$ cat src/rtl/vec_wb_sequencer_if.sv
// Writeback-stage bus: MEM/WB entry handshake on one side, scalar/vector RF write ports on the other.
interface vec_wb_sequencer_if #(
  parameter int DATA_W = 32,
  parameter int LANES  = 8,
  parameter int LPC    = 2,
  parameter int ADDR_W = 5
);
  localparam int LBW = (LANES > 1) ? $clog2(LANES) : 1;

  logic                    in_valid;
  logic                    in_ready;
  logic                    reg_write;
  logic                    is_vec;
  logic                    mem_to_reg;
  logic [ADDR_W-1:0]       write_addr;
  logic [DATA_W-1:0]       alu_result;
  logic [DATA_W-1:0]       read_data;
  logic [LANES*DATA_W-1:0] lane_data;
  logic                    srf_we;
  logic [ADDR_W-1:0]       srf_addr;
  logic [DATA_W-1:0]       srf_wdata;
  logic                    vrf_we;
  logic [ADDR_W-1:0]       vrf_addr;
  logic [LBW-1:0]          vrf_lane_base;
  logic [LPC*DATA_W-1:0]   vrf_wdata;
  logic                    busy;

  modport master (
    output in_valid, reg_write, is_vec, mem_to_reg, write_addr, alu_result, read_data, lane_data,
    input  in_ready, srf_we, srf_addr, srf_wdata, vrf_we, vrf_addr, vrf_lane_base, vrf_wdata, busy
  );

  modport slave (
    input  in_valid, reg_write, is_vec, mem_to_reg, write_addr, alu_result, read_data, lane_data,
    output in_ready, srf_we, srf_addr, srf_wdata, vrf_we, vrf_addr, vrf_lane_base, vrf_wdata, busy
  );
endinterface

$ cat src/rtl/vec_wb_sequencer.sv
// Writeback sequencer: scalar results in one beat, vector results drained LPC lanes per beat,
// stalling the pipeline (in_ready low) while a burst is in flight.
module vec_wb_sequencer #(
  parameter int DATA_W = 32,
  parameter int LANES  = 8,
  parameter int LPC    = 2,
  parameter int ADDR_W = 5
) (
  input logic              clk,
  input logic              rst,
  vec_wb_sequencer_if.slave wb
);
  localparam int BEATS = LANES / LPC;
  localparam int CW    = (BEATS > 1) ? $clog2(BEATS) : 1;
  localparam int LBW   = (LANES > 1) ? $clog2(LANES) : 1;
  localparam int BW    = LPC * DATA_W;

  typedef enum logic [0:0] {IDLE = 1'b0, BURST = 1'b1} state_t;

  state_t            state_r, state_s;
  logic [CW-1:0]     beat_r, beat_s, beat_nx_s;
  logic [BW-1:0]     buf_r [BEATS];
  logic              buf_load_s;
  logic              last_s, in_ready_s, accept_s;
  logic              srf_we_r, srf_we_s;
  logic [ADDR_W-1:0] srf_addr_r, srf_addr_s;
  logic [DATA_W-1:0] srf_wdata_r, srf_wdata_s;
  logic              vrf_we_r, vrf_we_s;
  logic [ADDR_W-1:0] vrf_addr_r, vrf_addr_s;
  logic [LBW-1:0]    vrf_base_r, vrf_base_s;
  logic [BW-1:0]     vrf_wdata_r, vrf_wdata_s;

  // The last beat is the only burst cycle that may accept, giving zero-bubble back-to-back work.
  assign last_s     = (state_r == BURST) && (beat_r == CW'(BEATS - 1));
  assign in_ready_s = !rst && ((state_r == IDLE) || last_s);
  assign accept_s   = wb.in_valid && in_ready_s;
  assign beat_nx_s  = beat_r + CW'(1);

  // Next-state and next-output computation.
  always_comb begin
    state_s     = state_r;
    beat_s      = beat_r;
    buf_load_s  = 1'b0;
    srf_we_s    = 1'b0;
    srf_addr_s  = srf_addr_r;
    srf_wdata_s = srf_wdata_r;
    vrf_we_s    = 1'b0;
    vrf_addr_s  = vrf_addr_r;
    vrf_base_s  = vrf_base_r;
    vrf_wdata_s = vrf_wdata_r;

    case (state_r)
      BURST: begin
        if (!last_s) begin
          beat_s      = beat_nx_s;
          vrf_we_s    = 1'b1;
          vrf_base_s  = LBW'(int'(beat_nx_s) * LPC);
          vrf_wdata_s = buf_r[beat_nx_s];
        end else begin
          state_s = IDLE;
        end
      end
      IDLE: begin
        state_s = IDLE;
      end
      default: begin
        state_s = IDLE;
      end
    endcase

    if (accept_s && wb.reg_write) begin
      if (wb.is_vec) begin
        buf_load_s  = 1'b1;
        beat_s      = {CW{1'b0}};
        vrf_we_s    = 1'b1;
        vrf_addr_s  = wb.write_addr;
        vrf_base_s  = {LBW{1'b0}};
        vrf_wdata_s = wb.lane_data[BW-1:0];
        state_s     = (BEATS > 1) ? BURST : IDLE;
      end else if (wb.write_addr != {ADDR_W{1'b0}}) begin
        srf_we_s    = 1'b1;
        srf_addr_s  = wb.write_addr;
        srf_wdata_s = wb.mem_to_reg ? wb.read_data : wb.alu_result;
      end else begin
        srf_we_s = 1'b0;
      end
    end else begin
      buf_load_s = 1'b0;
    end
  end

  // State, lane buffer and registered RF write ports.
  always_ff @(posedge clk) begin
    if (rst) begin
      state_r     <= IDLE;
      beat_r      <= {CW{1'b0}};
      srf_we_r    <= 1'b0;
      srf_addr_r  <= {ADDR_W{1'b0}};
      srf_wdata_r <= {DATA_W{1'b0}};
      vrf_we_r    <= 1'b0;
      vrf_addr_r  <= {ADDR_W{1'b0}};
      vrf_base_r  <= {LBW{1'b0}};
      vrf_wdata_r <= {BW{1'b0}};
      for (int b = 0; b < BEATS; b++) buf_r[b] <= {BW{1'b0}};
    end else begin
      state_r     <= state_s;
      beat_r      <= beat_s;
      srf_we_r    <= srf_we_s;
      srf_addr_r  <= srf_addr_s;
      srf_wdata_r <= srf_wdata_s;
      vrf_we_r    <= vrf_we_s;
      vrf_addr_r  <= vrf_addr_s;
      vrf_base_r  <= vrf_base_s;
      vrf_wdata_r <= vrf_wdata_s;
      for (int b = 0; b < BEATS; b++) begin
        if (buf_load_s) buf_r[b] <= wb.lane_data[b*BW +: BW];
        else            buf_r[b] <= buf_r[b];
      end
    end
  end

  assign wb.in_ready      = in_ready_s;
  assign wb.srf_we        = srf_we_r;
  assign wb.srf_addr      = srf_addr_r;
  assign wb.srf_wdata     = srf_wdata_r;
  assign wb.vrf_we        = vrf_we_r;
  assign wb.vrf_addr      = vrf_addr_r;
  assign wb.vrf_lane_base = vrf_base_r;
  assign wb.vrf_wdata     = vrf_wdata_r;
  assign wb.busy          = (state_r == BURST);
endmodule

$ cat src/flat_wrapper.sv
// flat-port wrapper written by rule: the top's interface ports become plain ports
module vec_wb_sequencer_flat 
#(
  parameter int DATA_W = 32,
  parameter int LANES  = 8,
  parameter int LPC    = 2,
  parameter int ADDR_W = 5
)
  (clk, rst, wb_in_valid, wb_reg_write, wb_is_vec, wb_mem_to_reg, wb_write_addr, wb_alu_result, wb_read_data, wb_lane_data, wb_in_ready, wb_srf_we, wb_srf_addr, wb_srf_wdata, wb_vrf_we, wb_vrf_addr, wb_vrf_lane_base, wb_vrf_wdata, wb_busy);
  vec_wb_sequencer_if #(.DATA_W(DATA_W), .LANES(LANES), .LPC(LPC), .ADDR_W(ADDR_W)) wb_i ();
  input logic clk;
  input logic rst;
  input wire logic [$bits(wb_i.in_valid)-1:0] wb_in_valid;
  input wire logic [$bits(wb_i.reg_write)-1:0] wb_reg_write;
  input wire logic [$bits(wb_i.is_vec)-1:0] wb_is_vec;
  input wire logic [$bits(wb_i.mem_to_reg)-1:0] wb_mem_to_reg;
  input wire logic [$bits(wb_i.write_addr)-1:0] wb_write_addr;
  input wire logic [$bits(wb_i.alu_result)-1:0] wb_alu_result;
  input wire logic [$bits(wb_i.read_data)-1:0] wb_read_data;
  input wire logic [$bits(wb_i.lane_data)-1:0] wb_lane_data;
  output wire logic [$bits(wb_i.in_ready)-1:0] wb_in_ready;
  output wire logic [$bits(wb_i.srf_we)-1:0] wb_srf_we;
  output wire logic [$bits(wb_i.srf_addr)-1:0] wb_srf_addr;
  output wire logic [$bits(wb_i.srf_wdata)-1:0] wb_srf_wdata;
  output wire logic [$bits(wb_i.vrf_we)-1:0] wb_vrf_we;
  output wire logic [$bits(wb_i.vrf_addr)-1:0] wb_vrf_addr;
  output wire logic [$bits(wb_i.vrf_lane_base)-1:0] wb_vrf_lane_base;
  output wire logic [$bits(wb_i.vrf_wdata)-1:0] wb_vrf_wdata;
  output wire logic [$bits(wb_i.busy)-1:0] wb_busy;
  assign wb_i.in_valid = wb_in_valid;
  assign wb_i.reg_write = wb_reg_write;
  assign wb_i.is_vec = wb_is_vec;
  assign wb_i.mem_to_reg = wb_mem_to_reg;
  assign wb_i.write_addr = wb_write_addr;
  assign wb_i.alu_result = wb_alu_result;
  assign wb_i.read_data = wb_read_data;
  assign wb_i.lane_data = wb_lane_data;
  assign wb_in_ready = wb_i.in_ready;
  assign wb_srf_we = wb_i.srf_we;
  assign wb_srf_addr = wb_i.srf_addr;
  assign wb_srf_wdata = wb_i.srf_wdata;
  assign wb_vrf_we = wb_i.vrf_we;
  assign wb_vrf_addr = wb_i.vrf_addr;
  assign wb_vrf_lane_base = wb_i.vrf_lane_base;
  assign wb_vrf_wdata = wb_i.vrf_wdata;
  assign wb_busy = wb_i.busy;
  vec_wb_sequencer #(.DATA_W(DATA_W), .LANES(LANES), .LPC(LPC), .ADDR_W(ADDR_W)) u_core (.clk(clk), .rst(rst), .wb(wb_i));
endmodule
$ cat config.mk
export PLATFORM = sky130hd
export DESIGN_NAME = vec_wb_sequencer_flat
export DESIGN_NICKNAME = d
export VERILOG_FILES = /design/src/rtl/vec_wb_sequencer_if.sv /design/src/rtl/vec_wb_sequencer.sv /design/src/flat_wrapper.sv
export SDC_FILE = /design/constraint.sdc
export NUM_CORES = 1
export LEC_CHECK = 0
export CAP_MARGIN = 20
export CORE_ASPECT_RATIO = 2
export CORE_MARGIN = 3
export CORE_UTILIZATION = 53
export CTS_BUF_LIST = sky130_fd_sc_hd__clkbuf_4 sky130_fd_sc_hd__clkbuf_8
export CTS_CLUSTER_DIAMETER = 40
export CTS_CLUSTER_SIZE = 12
export DETAILED_ROUTE_END_ITERATION = 6
export PLACE_DENSITY = 0.9
export SYNTH_ARGS = -nofsm -noshare
export SYNTH_HDL_FRONTEND = slang
export SYNTH_SLANG_ARGS = --single-unit
$ cat constraint.sdc
create_clock -name clk -period 25.6 [get_ports clk]
set_clock_uncertainty 0.1 [all_clocks]
set_input_delay 2.56 -clock clk [delete_from_list [all_inputs] [get_ports clk]]
set_output_delay 2.56 -clock clk [all_outputs]
set_load 0.005 [all_outputs]
==> out/qor.tcl, run 1 <==
set qor(status) {finished, violations left}
set qor(failed_checks) {DRC}
set qor(synth.net_count) 1390
set qor(netlist_area_mm2) 0.0155
set qor(drt-wirelength-per-cell_um) 22.6
set qor(period_share_pct) 25.3
set qor(post_cts.resized_instances) 0
set qor(critical_path_class) {primary input to output pin}
set qor(detailed_placement_hpwl_um) 29400
set qor(worst_skew_pair.late_latency_ps) 560
set qor(globalRoute.totalOverflow) 0
set qor(worst_setup_path_end_kind) {output pin}
set qor(rsz_0062_raised_after_global_routing) {false}
set qor(port-buffer-count) 443
set qor(cts.hold.buffers_added) 0
set qor(routed_wirelength_um) 42000
set qor(cts.repair_timing.setup_buffer_count) 0
set qor(placed_cells) 1786
set qor(core_area_mm2) 0.0288
set qor(ys.warnings.count) 0
set qor(power.ir.vdd_worst_v) 0.0000543
set qor(grt_antenna_before_repair) 12
set qor(max-cap-violations) 0
set qor(ios) 444
set qor(finalSetupViolations) 0
set qor(rows) 88
set qor(ctsRootBufferMaster) {sky130_fd_sc_hd__clkbuf_8}
set qor(fp.dieArea_mm2) 0.0315
set qor(synthDominantCellAreaShare_pct) 49.5
set qor(slew_headroom_pct) 14.8
set qor(worst_path_largest_cell_delay_ps) 570
set qor(layout_setup_ws_ps) 19130
set qor(synthCells) 1058
set qor(cellLeakagePower_uw) 0.00787
set qor(via_per_inst) 5.66
set qor(synth.largest_area_cell) {sky130_fd_sc_hd__edfxtp_1}
set qor(floorplan.die.width_um) 127
set qor(die_height_um) 248
set qor(power.density_mw_per_mm2) 57.4
set qor(worstPathRequired_ps) 22940
set qor(final_antenna_net_count) 0
set qor(timing.final.crit_period_ps) 6470
set qor(final_nets) 1797
set qor(detailedRoute.firstPassIterationCount) 7
set qor(start_util_pct) 53.9
set qor(clockBufferDepth) 3
set qor(grt_first_pass_wirelength_um) 61800
set qor(layout.cells.non_filler) 1860
set qor(final_wtd_congestion) 0.856
set qor(grt_util_all_layers_pct) 25.8
set qor(post-route-drc-count) 5
set qor(fin_setup_tns_ps) 0
set qor(drt_iter0_markers) 1030
set qor(total_power_uw) 1190
set qor(cts.clk_slew.worst_paths_ps) 80
set qor(timing.critical_path.fanout_max) 50
set qor(timing.critical_path.arrival_ps) 3810
set qor(layout-area-overhead-vs-synth_pct) 34.0
set qor(timing.fmax_ghz) 0.154
set qor(cts-buffers-inserted) 37
set qor(placement.setup.worst_slack_ps) 18500
set qor(finalMaxSlewViolations) 0
set qor(final_hold_viol_count) 0
set qor(cts_tree) {done}
set qor(tightestPinTransition_ps) 1280
set qor(critical-path-slowest-cell) {sky130_fd_sc_hd__buf_4}
set qor(syn_avg_cell_area_um2) 14.7
set qor(postLayoutCoreUtil_pct) 72.2
set qor(netlist_top_cells_area) {sky130_fd_sc_hd__edfxtp_1 (49%), sky130_fd_sc_hd__dfxtp_1 (15%), sky130_fd_sc_hd__and2_1 (10%)}
set qor(detailroute.via_count) 10500
set qor(startpoint_type) {primary input}
set qor(worst_hold_path_type) {register to register}
set qor(cts_num_sinks) 369
set qor(ctsHtreeMaxLevel) 2
set qor(ys_types) 32
set qor(ys_seq_area_share_pct) 64.0
set qor(yosys_register_bits) 369
set qor(fraction_of_final_layout_cells_with_drive_strength_greater_than_1_pct) 12.0
set qor(crit_chain) {buf_2 -> buf_4 -> nor2_1 -> clkdlybuf4s50_1}
set qor(first_global_vias) 10900
set qor(grt_start_max_net_pins) 332
## critical path: cells and delay by family
kind	cells	cell delay (ps)
simple gates	1	110
buf+inv	3	1120
## cell usage after synthesis
cell / n
sky130_fd_sc_hd__or4_4: 1
sky130_fd_sc_hd__nor2_8: 1
sky130_fd_sc_hd__a211oi_1: 4
sky130_fd_sc_hd__nor2b_4: 1
sky130_fd_sc_hd__buf_6: 9
sky130_fd_sc_hd__edfxtp_1: 256
sky130_fd_sc_hd__nand2_1: 16
sky130_fd_sc_hd__buf_8: 3
sky130_fd_sc_hd__nand3_1: 1
sky130_fd_sc_hd__or2_2: 1
sky130_fd_sc_hd__buf_2: 21
sky130_fd_sc_hd__nor3b_1: 1
sky130_fd_sc_hd__o21ai_0: 9
sky130_fd_sc_hd__buf_1: 6
sky130_fd_sc_hd__clkbuf_1: 45
sky130_fd_sc_hd__o21ai_2: 1
sky130_fd_sc_hd__a222oi_1: 64
sky130_fd_sc_hd__dfxtp_1: 113
sky130_fd_sc_hd__nor2_1: 7
sky130_fd_sc_hd__and2_1: 257
sky130_fd_sc_hd__nor3_1: 1
sky130_fd_sc_hd__mux4_2: 64
sky130_fd_sc_hd__a211oi_2: 28
sky130_fd_sc_hd__nor4_4: 1
sky130_fd_sc_hd__a21oi_1: 40
sky130_fd_sc_hd__mux2i_1: 32
sky130_fd_sc_hd__nor3_2: 1
sky130_fd_sc_hd__inv_1: 64
sky130_fd_sc_hd__buf_4: 1
sky130_fd_sc_hd__nand2b_1: 7
sky130_fd_sc_hd__xnor2_1: 1
sky130_fd_sc_hd__ha_1: 1
## cell type report
| class | count | area [um^2] |
|---|---|---|
| diodes | 10 | 25.0 |
| repair buffers | 453 | 4510 |
| flip-flops and latches | 369 | 9950 |
| fillers | 1856 | 8030 |
| clock buffers | 58 | 667 |
| multi-input cells | 540 | 4930 |
| well taps | 360 | 450 |
| inverters | 64 | 240 |
| clock inverters | 6 | 43.8 |
## metal layers
layer / global-route usage (%) / up-vias / wire length, um
met5: 0 / - / 51
met3: 6.46 / 124 / 3600
li1: - / 4757 / -
met2: 44.7 / 558 / 22100
met1: 28.5 / 5091 / 13700
met4: 15.6 / 6 / 2590
## final timing paths
| path | startpoint | to | slack (ps) | cells after the start |
|---|---|---|---|---|
| setup / recovery | rst | wb_in_ready | 19130 | 4 |
| hold / removal | u_core.wb.vrf_lane_base[0]$_SDFF_PP0_ | u_core.wb.vrf_lane_base[0]$_SDFF_PP0_ | 340 | 2 |
| setup reg to reg | u_core.beat_r[0]$_SDFF_PP0_ | u_core.buf_r[3][24]$_SDFFCE_PN0P_ | 20900 | 7 |
| hold reg to reg | u_core.wb.vrf_lane_base[0]$_SDFF_PP0_ | u_core.wb.vrf_lane_base[0]$_SDFF_PP0_ | 340 | 2 |
## layout by cell type, fill, tap and decap left out, types with 9 or more instances in the layout
cell type and n:
sky130_fd_sc_hd__buf_4 9, sky130_fd_sc_hd__inv_1 64, sky130_fd_sc_hd__mux2i_1 32, sky130_fd_sc_hd__clkdlybuf4s50_1 441, sky130_fd_sc_hd__a222oi_1 64, sky130_fd_sc_hd__and2_1 257
sky130_fd_sc_hd__o21ai_0 9, sky130_fd_sc_hd__dfxtp_1 112, sky130_fd_sc_hd__edfxtp_1 256, sky130_fd_sc_hd__mux4_2 64, sky130_fd_sc_hd__nand2_1 16, sky130_fd_sc_hd__a21oi_1 40
sky130_fd_sc_hd__clkbuf_8 37, sky130_fd_sc_hd__clkbuf_4 21, sky130_fd_sc_hd__a211oi_2 28, sky130_fd_sc_hd__diode_2 10
## stage by stage
| stage | area, um^2 | hold slack (ps) |
|---|---|---|
| after detailed placement | 20100 | 330 |
| final | 20800 | 344 |
| after global placement | 20100 | 316 |
| after floorplan | 15500 | 326 |
| after CTS | 20800 | 343 |
| after global routing | 20800 | 368 |
## report_power, final
part           internal (uW)  switching [uW]  total (uW)  leakage, uW
sequential               667            13.2         680      0.00358
clock                    168             198         366     0.000384
combinational           90.2            58.4         149      0.00390
## cells by family (layout without fill, tap and decap cells)
group / after synthesis / in the layout / synth area share (%)
xor gates and xnor gates: 1 / 1 / 0.0564
other: 0 / 10 / 0
DFF: 369 / 369 / 64.0
AOI/OAI and AO/OA: 146 / 146 / 8.21
buffers and inverters: 149 / 581 / 4.45
muxes: 96 / 96 / 11.3
adders and majority gates: 1 / 1 / 0.0805
and+or+nand+nor: 296 / 296 / 11.8
## sequential cells by signal, summed over array words and instances (netlist names)
name / count
u_core.wb.srf_we: 1
u_core.buf_r: 256
u_core.beat_r: 2
u_core.wb.vrf_wdata: 64
u_core.wb.srf_addr: 5
u_core.wb.srf_wdata: 32
u_core.wb.vrf_lane_base: 3
u_core.wb.busy: 1
u_core.wb.vrf_addr: 5
No activity file was read; power rests on OpenSTA's default activity.
==> inputs of run 2 (changes only) <==
Settings changed: CORE_UTILIZATION 53 to 45, PLACE_DENSITY 0.9 to 0.81.
Clock period 25.6 ns to 5.9 ns, I/O delays scaled along.
==> run 2 against run 1 <==
The run now ends clean. Register-to-register slack lost 19000 ps. Critical path type is now register to register. Sequential power grew to 4.3 times the previous value. First-iteration DRC count grew 9.9%. Clock power grew to 4.6 times the previous value. Critical endpoint is now u_core.buf_r[0][45]$_SDFFCE_PN0P_.
==> out/qor.tcl, run 2 (synthesis gave the netlist of run 1 again) <==
set qor(die_height_um) 269
set qor(rsz_0062_raised_after_global_routing) {false}
set qor(finalMaxSlewViolations) 0
set qor(timing.final.crit_period_ps) 3600
set qor(grt_first_pass_wirelength_um) 62200
set qor(first_global_vias) 10900
set qor(sw_frac_of_total_pct) 22.5
set qor(critical_path_class) {register to register}
set qor(drt-wirelength-per-cell_um) 22.1
set qor(pwr-share-seq_pct) 56.0
set qor(cts_tree) {done}
set qor(timing.fmax_ghz) 0.278
set qor(grt_antenna_before_repair) 9
set qor(final_hold_viol_count) 0
set qor(post_dp_cell_area_mm2) 0.0202
set qor(max-cap-violations) 0
set qor(final_wtd_congestion) 0.867
set qor(layout-area-overhead-vs-synth_pct) 35.4
set qor(timing.critical_path.fanout_max) 94
set qor(fillers) 2573
set qor(cts-buffers-inserted) 38
set qor(ios) 444
set qor(fp.dieArea_mm2) 0.0369
set qor(largest_reg_flops) 256
set qor(p_int_uw) 4080
set qor(cts.repair_timing.setup_buffer_count) 0
set qor(final_nets) 1801
set qor(rows) 95
set qor(post-route-drc-count) 0
set qor(post_cts.resized_instances) 0
set qor(grt_util_all_layers_pct) 22.4
set qor(period_share_pct) 61.0
set qor(power.density_mw_per_mm2) 250
set qor(cts.hold.buffers_added) 0
set qor(globalRoute.totalOverflow) 0
set qor(power.clock.fraction_pct) 31.7
set qor(slew_headroom_pct) 31.4
set qor(cts_num_sinks) 369
set qor(detailroute.via_count) 10400
set qor(most-common-layout-cells) {sky130_fd_sc_hd__clkdlybuf4s50_1 (441), sky130_fd_sc_hd__and2_1 (257), sky130_fd_sc_hd__edfxtp_1 (256)}
set qor(fraction_of_final_layout_cells_with_drive_strength_greater_than_1_pct) 12.5
set qor(floorplan.die.width_um) 137
set qor(startpoint_type) {register}
set qor(detailed_placement_hpwl_um) 30200
set qor(worst_hold_path.num_cells) 2
set qor(ctsRootBufferMaster) {sky130_fd_sc_hd__clkbuf_8}
set qor(tightestPinTransition_ps) 1030
set qor(total_power_uw) 5270
set qor(postLayoutCoreUtil_pct) 62.1
set qor(via_per_inst) 5.36
set qor(final_antenna_net_count) 0
set qor(power.switching_uw) 1180
set qor(grt_start_max_net_pins) 129
set qor(regMostFlops) {u_core.buf_r}
set qor(start_util_pct) 45.9
set qor(final_area_mm2) 0.0210
set qor(routed_wirelength_um) 42900
set qor(status) {completed}
set qor(fin_setup_tns_ps) 0
set qor(finalSetupViolations) 0
set qor(core_area_mm2) 0.0339
set qor(worst_setup_path_end_kind) {register}
set qor(cts.clk_slew.worst_paths_ps) 80
set qor(power.ir.vdd_worst_v) 0.000216
set qor(clockBufferDepth) 3
set qor(port-buffer-count) 443
set qor(ctsHtreeMaxLevel) 2
set qor(worst_skew_pair.late_latency_ps) 560
set qor(most_common_cell_after_layout_fill_and_taps_aside) {sky130_fd_sc_hd__clkdlybuf4s50_1}
set qor(worst_r2r_path_depth) 6
set qor(drt_iter0_markers) 1132
set qor(cellLeakagePower_uw) 0.00793
set qor(worstPathRequired_ps) 5970
set qor(worst_hold_path_type) {register to register}
set qor(detailedRoute.firstPassIterationCount) 7
set qor(combPwrFrac_pct) 12.3
set qor(timing.critical_path.arrival_ps) 3670
## run 2: cell types whose count changed in the layout (fill, tap and decap cells not counted), sizes merged
cell,previous run,this run
inv,67,66
clkinv,2,1
buf,12,15
clkbuf,58,64
clkinvlp,1,2
diode,10,9
## run 2: layout make-up
class / instances / area, um^2 / share of cell area (%)
diodes: 9 / 22.5 / 0.107
clock buffers: 64 / 737 / 3.50
clock inverters: 5 / 37.5 / 0.178
inverters: 64 / 240 / 1.14
multi-input cells: 540 / 4930 / 23.4
flip-flops and latches: 369 / 9950 / 47.3
well taps: 436 / 546 / 2.59
repair buffers: 456 / 4570 / 21.7
## run 2: stage by stage
stage / instances / hold WS (ps) / worst slack [ps]
2_1_floorplan: 1058 / 326 / 870
3_3_place_gp: 1864 / 319 / 2260
3_5_place_dp: 1864 / 331 / 2200
4_1_cts: 1933 / 339 / 2250
5_1_grt: 1943 / 361 / 2010
6_report: 1943 / 337 / 2300
## run 2: per-layer routing
layer	track usage [%]	up-vias	wire length, um
li1	-	4764	-
met1	25.2	5087	14600
met2	39.6	454	23100
met3	3.57	111	2750
met4	13.1	0	2540
met5	0	-	0
## run 2: worst paths after layout
| check | end | slack, ps | startpoint |
|---|---|---|---|
| worst max-delay path | u_core.buf_r[0][45]$_SDFFCE_PN0P_ | 2300 | u_core.beat_r[0]$_SDFF_PP0_ |
| worst min-delay path | u_core.wb.vrf_lane_base[0]$_SDFF_PP0_ | 340 | u_core.wb.vrf_lane_base[0]$_SDFF_PP0_ |
| worst max register to register | u_core.buf_r[0][45]$_SDFFCE_PN0P_ | 2300 | u_core.beat_r[0]$_SDFF_PP0_ |
| worst min register to register | u_core.wb.vrf_lane_base[0]$_SDFF_PP0_ | 340 | u_core.wb.vrf_lane_base[0]$_SDFF_PP0_ |
## run 2: power by group through the flow
stage                     combinational, uW  sequential (uW)  clock (uW)
after CTS                               654             2950        1720
after detailed placement                650             3010           0
after floorplan                         275             3000           0
final                                   648             2950        1670
after global placement                  640             3000           0
after global routing                    690             2960        1810
## run 2: worst max-delay path, stage by stage (launching register included)
cell and delay [ps]:
sky130_fd_sc_hd__dfxtp_4 890, sky130_fd_sc_hd__ha_4 250, sky130_fd_sc_hd__nor2b_4 80, sky130_fd_sc_hd__nor3_4 150
sky130_fd_sc_hd__buf_4 550, sky130_fd_sc_hd__or2_4 610, sky130_fd_sc_hd__buf_12 430
==> inputs of run 3 (changes only) <==
Clock period 5.9 ns to 2.95 ns, I/O delays scaled along.
==> run 3 against run 2 <==
The flow now finishes with violations (DRC). Non-clock buffer count increased by 14. Combinational power is 110% higher. Register-to-register slack got worse by 1600 ps. Cell count up 0.46%. Clock power increased by 98%. Die area is the same. Utilization is 0.61 points higher. Final area is 0.98% higher.
==> out/qor.tcl, run 3 (synthesis gave the netlist of run 1 again) <==
set qor(period_share_pct) 78.3
set qor(worstPathRequired_ps) 2560
set qor(via_per_inst) 5.33
set qor(worst_hold_path.num_cells) 2
set qor(power.clock.fraction_pct) 31.3
set qor(timing.final.crit_period_ps) 2310
set qor(timing.critical_path.arrival_ps) 1910
set qor(timing.critical_path.fanout_max) 7
set qor(grt_start_max_net_pins) 132
set qor(ios) 444
set qor(floorplan.die.width_um) 137
set qor(startpoint_type) {register}
set qor(combPwrFrac_pct) 12.9
set qor(ctsRootBufferMaster) {sky130_fd_sc_hd__clkbuf_8}
set qor(core_area_mm2) 0.0339
set qor(regToRegStartpoint) {u_core.beat_r[0]$_SDFF_PP0_}
set qor(die_height_um) 269
set qor(detailedRoute.firstPassIterationCount) 7
set qor(crit_chain) {ha_4 -> nor2b_4 -> nor2_1 -> clkdlybuf4s50_1}
set qor(clockBufferDepth) 3
set qor(worst_path_dominant_cell_family) {buffers and inverters}
set qor(pwr-share-seq_pct) 55.8
set qor(power.switching_uw) 2330
set qor(routed_wirelength_um) 42500
set qor(layout-area-overhead-vs-synth_pct) 36.7
set qor(largest_reg_flops) 256
set qor(grt_antenna_before_repair) 7
set qor(detailed_placement_hpwl_um) 30600
set qor(post-route-drc-count) 1
set qor(first_global_vias) 11000
set qor(fp.dieArea_mm2) 0.0369
set qor(cts-buffers-inserted) 37
set qor(drt_iter0_markers) 868
set qor(cp_depth) 4
set qor(timing.fmax_ghz) 0.433
set qor(globalRoute.totalOverflow) 0
set qor(layout_setup_ws_ps) 642
set qor(failed_checks) {DRC}
set qor(post_cts.resized_instances) 0
set qor(cts.repair_timing.setup_buffer_count) 0
set qor(final_hold_viol_count) 0
set qor(final_nets) 1814
set qor(detailroute.via_count) 10400
set qor(fin_setup_tns_ps) 0
set qor(cts_num_sinks) 369
set qor(drt-wirelength-per-cell_um) 21.8
set qor(cellLeakagePower_uw) 0.00802
set qor(timing.reg2reg.setup_slack_ps) 670
set qor(sw_frac_of_total_pct) 22.1
set qor(start_util_pct) 45.9
set qor(p_int_uw) 8210
set qor(cp.buffers_inverters) 1
set qor(ctsHtreeMaxLevel) 2
set qor(final_wtd_congestion) 0.854
set qor(most_common_cell_after_layout_fill_and_taps_aside) {sky130_fd_sc_hd__clkdlybuf4s50_1}
set qor(placement.setup.worst_slack_ps) 540
set qor(port-buffer-count) 443
set qor(finalMaxSlewViolations) 0
set qor(worst_hold_path_type) {primary input to register}
set qor(worst_setup_path_end_kind) {output pin}
set qor(final_area_mm2) 0.0212
set qor(rows) 95
set qor(max-cap-violations) 0
set qor(timing.hold.worst.start) {rst}
set qor(cts.clk_slew.worst_paths_ps) 80
set qor(finalSetupViolations) 0
set qor(worst_path_largest_cell_delay_ps) 470
set qor(grt_first_pass_wirelength_um) 61600
set qor(power.density_mw_per_mm2) 496
set qor(slew_headroom_pct) 38.3
set qor(cts_tree) {done}
set qor(post_dp_cell_area_mm2) 0.0205
set qor(worst_r2r_path_depth) 5
set qor(tightestPinTransition_ps) 925
set qor(cts.hold.buffers_added) 0
set qor(critical-path-slowest-cell) {sky130_fd_sc_hd__clkdlybuf4s50_1}
set qor(regMostFlops) {u_core.buf_r}
set qor(power.ir.vdd_worst_v) 0.000409
set qor(critical_path_class) {register to output pin}
set qor(fraction_of_final_layout_cells_with_drive_strength_greater_than_1_pct) 13.1
set qor(most-common-layout-cells) {sky130_fd_sc_hd__clkdlybuf4s50_1 (441), sky130_fd_sc_hd__and2_1 (257), sky130_fd_sc_hd__edfxtp_1 (256)}
set qor(worst_skew_pair.late_latency_ps) 540
set qor(status) {finished, violations left}
set qor(fillers) 2570
set qor(final_antenna_net_count) 0
set qor(rsz_0062_raised_after_global_routing) {false}
set qor(grt_util_all_layers_pct) 22.1
set qor(critical_path.startpoint) {u_core.beat_r[0]$_SDFF_PP0_}
==> run 3: metal layers <==
| metal | vias to the layer above | part of all wire [%] | GRT usage, % |
|---|---|---|---|
| li1 | 4790 | - | - |
| met1 | 5019 | 34 | 24.5 |
| met2 | 480 | 54 | 39.3 |
| met3 | 106 | 6.3 | 3.85 |
| met4 | 0 | 5.5 | 12.7 |
| met5 | - | 0 | 0 |
==> run 3: worst register-to-register path, cell delays in order (launching register included) <==
cell,delay (ps)
sky130_fd_sc_hd__dfxtp_4,370
sky130_fd_sc_hd__ha_4,550
sky130_fd_sc_hd__buf_4,380
sky130_fd_sc_hd__mux4_2,350
sky130_fd_sc_hd__a222oi_1,340
sky130_fd_sc_hd__inv_1,80
==> run 3: power by group through the flow <==
| stage | Combinational, uW | Sequential (uW) | Clock (uW) |
|---|---|---|---|
| final | 1360 | 5880 | 3300 |
| after global routing | 1450 | 5900 | 3580 |
| after CTS | 1380 | 5880 | 3380 |
| after detailed placement | 1370 | 6000 | 0 |
| after global placement | 1350 | 5980 | 0 |
| after floorplan | 552 | 5980 | 0 |
==> run 3: path summary, 6_finish.rpt <==
| kind | end |
|---|---|
| min reg2reg | u_core.wb.vrf_lane_base[0]$_SDFF_PP0_ |
| min | u_core.wb.srf_addr[4]$_SDFFE_PP0P_ |
| max | wb_in_ready |
| max reg2reg | u_core.wb.vrf_wdata[27]$_SDFF_PP0_ |
==> run 3: layout make-up <==
class	count	area (um^2)	share of cell area [%]
Antenna cell	7	17.5	0.0825
Clock buffer	62	709	3.34
Clock inverter	4	53.8	0.253
Inverter	64	240	1.13
Multi-Input combinational cell	540	4930	23.2
Sequential cell	369	9950	46.9
Tap cell	436	546	2.57
Timing Repair Buffer	470	4790	22.6
==> run 3: per-stage QoR <==
stage | total power (uW) | hold slack [ps] | util [%] | cells
floorplan | 6530 | 304 | - | 1058
global placement | 7330 | 321 | 60.4 | 1879
detailed placement | 7370 | 333 | 60.4 | 1879
CTS | 10600 | 138 | 62.6 | 1945
global route | 10900 | 182 | 62.7 | 1952
finish | 10500 | 175 | 62.7 | 1952
